File: config.mk
export PLATFORM = sky130hd
export DESIGN_NAME = commit_release
export DESIGN_NICKNAME = d
export VERILOG_FILES = /design/src/rtl/rename_pkg.sv /design/src/rtl/rat_walk_mask.sv /design/src/rtl/commit_release.sv
export SDC_FILE = /design/constraint.sdc
export NUM_CORES = 2
export LEC_CHECK = 0
export BUFFER_PORTS_ARGS = -buffer_cell sky130_fd_sc_hd__buf_4
export CAP_MARGIN = 20
export CORE_MARGIN = 2
export CORE_UTILIZATION = 35
export CTS_BUF_LIST = sky130_fd_sc_hd__clkbuf_4 sky130_fd_sc_hd__clkbuf_8
export CTS_CLUSTER_SIZE = 10
export DETAILED_ROUTE_END_ITERATION = 8
export PLACE_DENSITY = 0.57
export SYNTH_ARGS = -nofsm -noshare
export SYNTH_HDL_FRONTEND = slang
export SYNTH_SLANG_ARGS = --single-unit
File: constraint.sdc
create_clock -name clk -period 16.2 [get_ports clk]
set_input_delay 1.62 -clock clk [delete_from_list [all_inputs] [get_ports clk]]
set_output_delay 1.62 -clock clk [all_outputs]
set_load 0.05 [all_outputs]
File: src/rtl/rename_pkg.sv
// rtl/rename_pkg.sv - shared rename/commit types and constants
package rename_pkg;

    localparam int NUM_ARCH_REGS = 32;

    typedef logic [5:0] preg_t;
    typedef logic [4:0] areg_t;

    typedef struct packed {
        logic  valid;
        areg_t rd;
        preg_t p_rd;
        preg_t p_old_rd;
    } commit_t;

    typedef enum logic [1:0] {
        IDLE,
        WALK,
        DONE
    } recover_state_t;

    // x0 is hardwired, so a commit targeting it never touches the RAT or the pool
    function automatic logic writes_rat(commit_t c);
        return c.valid && (c.rd != '0);
    endfunction

endpackage

File: src/rtl/rat_walk_mask.sv
// rtl/rat_walk_mask.sv - clears the pregs named by a slice of RAT entries from a mask
module rat_walk_mask
    import rename_pkg::*;
#(
    parameter int WPC = 8,
    parameter int NPR = 64
) (
    input  logic [WPC*$bits(preg_t)-1:0] entries,
    input  logic [NPR-1:0]               mask_in,
    output logic [NPR-1:0]               mask_out
);

    localparam int PW = $bits(preg_t);

    always_comb begin
        mask_out = mask_in;
        for (int k = 0; k < WPC; k++) begin
            mask_out[entries[k*PW +: PW]] = 1'b0;
        end
    end

endmodule

File: src/rtl/commit_release.sv
// rtl/commit_release.sv - dual-width retirement: architectural RAT, preg release, flush restore walk
module commit_release
    import rename_pkg::*;
#(
    parameter int NUM_PHYSICAL_REGISTERS = 64,
    parameter int WALK_PER_CYCLE         = 8
) (
    input  logic                              clk,
    input  logic                              reset,
    input  logic                              commit1_valid,
    input  logic [4:0]                        commit1_rd,
    input  logic [5:0]                        commit1_p_rd,
    input  logic [5:0]                        commit1_p_old_rd,
    input  logic                              commit2_valid,
    input  logic [4:0]                        commit2_rd,
    input  logic [5:0]                        commit2_p_rd,
    input  logic [5:0]                        commit2_p_old_rd,
    output logic                              commit_ready,
    input  logic                              flush,
    output logic                              release_valid,
    output logic [NUM_PHYSICAL_REGISTERS-1:0] release_mask,
    output logic [5:0]                        arch_rat [0:31],
    output logic                              restore_valid,
    output logic [5:0]                        restore_rat [0:31],
    output logic [NUM_PHYSICAL_REGISTERS-1:0] restore_freePool
);

    localparam int    NPR      = NUM_PHYSICAL_REGISTERS;
    localparam int    PW       = $bits(preg_t);
    localparam areg_t IDX_STEP = areg_t'(WALK_PER_CYCLE);
    localparam areg_t LAST_IDX = areg_t'(NUM_ARCH_REGS - WALK_PER_CYCLE);

    commit_t        c1;
    commit_t        c2;
    logic           c1_wr;
    logic           c2_wr;
    recover_state_t state;
    recover_state_t state_next;
    logic           walk_start;
    logic           walk_step;
    logic           walk_last;
    areg_t          idx;
    logic [NPR-1:0] acc;
    logic [NPR-1:0] walk_out;
    logic [NPR-1:0] release_next;
    logic [WALK_PER_CYCLE*PW-1:0] walk_entries;
    preg_t          rat_q     [NUM_ARCH_REGS];
    preg_t          restore_q [NUM_ARCH_REGS];

    assign c1 = {commit1_valid, commit1_rd, commit1_p_rd, commit1_p_old_rd};
    assign c2 = {commit2_valid, commit2_rd, commit2_p_rd, commit2_p_old_rd};

    assign c1_wr = commit_ready && writes_rat(c1);
    assign c2_wr = commit_ready && writes_rat(c2);

    always_ff @(posedge clk or posedge reset) begin
        if (reset) begin
            state <= IDLE;
        end else begin
            state <= state_next;
        end
    end

    // A flush always wins: it restarts the walk from any state and hides a pending DONE pulse
    always_comb begin
        state_next    = state;
        commit_ready  = 1'b0;
        restore_valid = 1'b0;
        walk_start    = 1'b0;
        walk_step     = 1'b0;
        walk_last     = 1'b0;
        case (state)
            IDLE: begin
                commit_ready = 1'b1;
                if (flush) begin
                    state_next = WALK;
                    walk_start = 1'b1;
                end
            end
            WALK: begin
                if (flush) begin
                    walk_start = 1'b1;
                end else begin
                    walk_step = 1'b1;
                    if (idx == LAST_IDX) begin
                        walk_last  = 1'b1;
                        state_next = DONE;
                    end
                end
            end
            DONE: begin
                if (flush) begin
                    state_next = WALK;
                    walk_start = 1'b1;
                end else begin
                    restore_valid = 1'b1;
                    state_next    = IDLE;
                end
            end
            default: state_next = IDLE;
        endcase
    end

    // Younger commit2 is checked first so it wins a same-rd collision
    always_ff @(posedge clk or posedge reset) begin
        if (reset) begin
            for (int i = 0; i < NUM_ARCH_REGS; i++) begin
                rat_q[i] <= preg_t'(i);
            end
        end else begin
            for (int i = 1; i < NUM_ARCH_REGS; i++) begin
                if (c2_wr && c2.rd == areg_t'(i)) begin
                    rat_q[i] <= c2.p_rd;
                end else if (c1_wr && c1.rd == areg_t'(i)) begin
                    rat_q[i] <= c1.p_rd;
                end
            end
        end
    end

    always_comb begin
        release_next = '0;
        if (c1_wr && c1.p_old_rd != '0) begin
            release_next[c1.p_old_rd] = 1'b1;
        end
        if (c2_wr && c2.p_old_rd != '0) begin
            release_next[c2.p_old_rd] = 1'b1;
        end
    end

    always_ff @(posedge clk or posedge reset) begin
        if (reset) begin
            release_mask <= '0;
        end else begin
            release_mask <= release_next;
        end
    end

    assign release_valid = |release_mask;

    for (genvar k = 0; k < WALK_PER_CYCLE; k++) begin : g_walk
        assign walk_entries[k*PW +: PW] = rat_q[idx + areg_t'(k)];
    end

    rat_walk_mask #(
        .WPC (WALK_PER_CYCLE),
        .NPR (NPR)
    ) u_walk (
        .entries  (walk_entries),
        .mask_in  (acc),
        .mask_out (walk_out)
    );

    // The RAT is frozen during the walk, so the restore image can be latched on the final step
    always_ff @(posedge clk or posedge reset) begin
        if (reset) begin
            idx <= '0;
            acc <= '1;
            for (int i = 0; i < NPR; i++) begin
                restore_freePool[i] <= (i >= NUM_ARCH_REGS);
            end
            for (int i = 0; i < NUM_ARCH_REGS; i++) begin
                restore_q[i] <= preg_t'(i);
            end
        end else if (walk_start) begin
            idx <= '0;
            acc <= '1;
        end else if (walk_step) begin
            idx <= idx + IDX_STEP;
            acc <= walk_out;
            if (walk_last) begin
                restore_freePool <= {walk_out[NPR-1:1], 1'b0};
                for (int i = 0; i < NUM_ARCH_REGS; i++) begin
                    restore_q[i] <= rat_q[i];
                end
            end
        end
    end

    always_comb begin
        for (int i = 0; i < NUM_ARCH_REGS; i++) begin
            arch_rat[i]    = rat_q[i];
            restore_rat[i] = restore_q[i];
        end
    end

endmodule

==> impl_metrics.yaml <==
clocking:
  clock_latency_ns: 0.77
  htreeDepth: 3
  cts_tree: "yes"
  cts_hold_buf: 0
  numCtsBuffers: 99
  cts_setup_buffers: 0
  clkTransAtPathRegs_ns: 0.07
  cts_sinks: 566
  cts_max_path_buffers: 3
  ctsResizeCount: 0
  cts-root-buf: "clkbuf_8"
placement:
  hpwl_mm: 89.18
  io_buffers: 540
  globalplace.congestion: 0.9409
yosys:
  synthSimpleGateAreaFrac: 0.2108
  yosysSeqAreaShare: 0.5029
  syn_area_sq_mm: 0.02880
  synth_seq_cells: 566
  synth.avg_cell_area_sq_um: 9.250
  synth-compound-area-share: 0.1428
  synth_edf_count: 0
  synth_warnings: 6
  synth_mux_area_frac: 0.1001
  synth_xor_xnor_area_share: 0
  netlist_instances: 3113
  synth_top_family_by_area: "simple AND/OR/NAND/NOR gates"
  synth_fa_ha_area_frac: 0.0004345
  synthFlopType: "dfrtp_1"
  yosysUniqueCellTypes: 60
  synthArstFlopShare: 1.000
floorplanning:
  num_rows: 105
  dieWidth_um: 290.8
  io_pins: 554
  die_h_um: 290.8
  core_sq_mm: 0.08172
  start_util: 0.3524
  fp.dieArea_sq_mm: 0.08459
routing:
  drt_iter0_markers: 3687
  antenna_left: 0
  vias_per_cell: 5.804
  wl_met1_mm: 49.37
  drc: 0
  met3_length_mm: 12.89
  num_vias: 27130
  totalWireLength_mm: 128.9
  dr_wl_met2_mm: 60.91
  wl_per_cell_um: 27.57
  highest_layer: "met5"
  dr.pass1.iters: 8
power:
  p_int_uw: 3880
  clkPwrFrac: 0.193
  p_leak_uw: 0.01676
  vdd_drop_max_mv: 0.1391
  power.switching_uw: 4050
  pwr-share-seq: 0.309
  swShare: 0.5108
  power.total_uw: 7930
  comb_power_share: 0.498
  powerDensity_mw_per_mm2: 222.9
setup_path:
  end_kind: "output port"
  crit_type: "reg -> out"
  start_kind: "flop"
  cp_max_fo: 2
  required_ns: 14.58
  worst-endpoint-arrival_ns: 2.54
layout:
  drive_above_1_share: 0.3034
  fin_nets: 3558
  final_cell_mix: "nand2_1 (924), buf_4 (557), dfrtp_1 (309)"
  final_common_cell: "nand2_1"
  post-route-util: 0.4354
  syn_to_final_growth_pct: 23.57
sta:
  hold_slack_ns: 0.4564
  post-route-period-util: 0.2569
  drv_slew: 0
  worst_pin_slew_ns: 1.285
  hold_viol: 0
  max_freq_mhz: 240.3
  finalCriticalPeriod_ns: 4.161
  setup_tns_ns: 0
  slew_headroom: 0.1433
  skew_ns: 0.07708
  setup_viol: 0
  rsz0062_at_grt: "false"
flow_run:
  maxCapViolCount: 0
global_route:
  gr-total-overflow: 0
  track_usage: 0.2946
  grt_pass1_vias: 26090
  antenna_found_initial: 9
  grt_pass1_wl_mm: 186.2
  grt_max_degree: 170
hold_path:
  hp-class: "reg -> reg"
run_status:
  outcome: "complete, no violations"
[Yosys cell counts, types with 4 or more instances]
library cell | n | share of area
a21oi_1 | 164 | 0.029
a22o_1 | 7 | 0.0021
a22oi_2 | 4 | 0.0017
and2_1 | 9 | 0.0020
buf_1 | 12 | 0.0016
buf_2 | 11 | 0.0019
buf_4 | 14 | 0.0036
buf_6 | 11 | 0.0043
clkbuf_1 | 220 | 0.029
dfrtp_1 | 311 | 0.27
dfstp_2 | 255 | 0.23
inv_1 | 4 | 0.00052
mux2_2 | 5 | 0.0020
mux2i_1 | 186 | 0.065
mux4_2 | 40 | 0.031
nand2_1 | 925 | 0.12
nand2b_1 | 20 | 0.0043
nand3_1 | 22 | 0.0038
nand3b_1 | 8 | 0.0021
nand4_1 | 13 | 0.0028
nand4b_1 | 26 | 0.0079
nand4bb_1 | 39 | 0.015
nor2_1 | 96 | 0.013
nor2b_1 | 11 | 0.0024
nor3_1 | 58 | 0.010
nor3b_1 | 4 | 0.0010
nor4_1 | 33 | 0.0072
o2111ai_1 | 8 | 0.0024
o211ai_1 | 8 | 0.0021
o21ai_0 | 206 | 0.036
o21ai_1 | 64 | 0.011
o22ai_1 | 215 | 0.047
o32ai_1 | 23 | 0.0070
or2_2 | 12 | 0.0026
or3b_2 | 5 | 0.0015
or4_1 | 5 | 0.0013
or4b_1 | 17 | 0.0059
or4b_4 | 9 | 0.0043
[power groups by stage]
stage	Combinational, uW	Clock, uW	Sequential, uW
4_1_cts	3900	1560	2450
2_1_floorplan	1270	0	3630
5_1_grt	4090	1620	2490
6_report	3950	1530	2450
3_3_place_gp	3890	0	2470
3_5_place_dp	3900	0	2460
[final cells by class]
| class | instances | area [sq um] |
|---|---|---|
| clock buffers | 160 | 1958 |
| flip-flops and latches | 566 | 14490 |
| inverters | 5 | 27.53 |
| fillers | 8084 | 46130 |
| well taps | 1070 | 1339 |
| clock inverters | 26 | 357.8 |
| repair buffers | 562 | 4274 |
| multi-input cells | 2284 | 13140 |
| diodes | 1 | 2.502 |
[sequential cells by signal, indices dropped and copies added (netlist names)]
| register | cells |
|---|---|
| release_mask | 64 |
| arch_rat | 186 |
| state | 2 |
| idx | 2 |
| restore_freePool | 63 |
| restore_rat | 186 |
| acc | 63 |
[kinds of logic (layout without fill, tap and decap cells)]
| group | Yosys count | after routing |
|---|---|---|
| buffers and inverters | 276 | 753 |
| adder cells (fa/ha/maj) | 1 | 1 |
| AND/OR/NAND/NOR | 1323 | 1323 |
| multiplexers | 234 | 234 |
| other | 1 | 15 |
| flip-flops | 566 | 566 |
| AO/OA/AOI/OAI | 712 | 712 |
[layer usage]
metal,global-route usage,up-vias
li1,-,11810
met2,0.4795,1640
met5,0,-
met1,0.3687,13310
met3,0.08718,346
met4,0.1122,18
[critical path: stages (launching register included)]
cell and delay, ns:
dfrtp_1 0.42, nor4_1 0.43, nand4_1 0.19, or4_1 0.53, buf_4 0.20
[worst paths after layout]
path / startpoint / endpoint / slack [ns] / cells after the start
setup / recovery: release_mask[17]$_DFF_PP0_ / release_valid / 12.04 / 4
hold reg to reg: restore_rat[82]$_DFFE_PP1P_ / restore_rat[82]$_DFFE_PP1P_ / 0.46 / 2
max in group asynchronous: reset / restore_rat[153]$_DFFE_PP0P_ / 12.39 / 5
setup reg to reg: idx[4]$_DFFE_PP0P_ / restore_freePool[63]$_DFFE_PP1P_ / 12.25 / 7
min in group asynchronous: reset / restore_freePool[12]$_DFFE_PP0P_ / 1.02 / 2
hold / removal: restore_rat[82]$_DFFE_PP1P_ / restore_rat[82]$_DFFE_PP1P_ / 0.46 / 2
[stage by stage]
step | instances | instance area [sq um] | worst slack (ns)
floorplan | 3126 | 28850 | 7.081
global placement | 4485 | 33230 | 11.55
detailed placement | 4485 | 33230 | 11.56
CTS | 4671 | 35550 | 12.03
global route | 4673 | 35580 | 12.02
finish | 4674 | 35580 | 12.04
No activity file was read; power rests on OpenSTA's default activity.
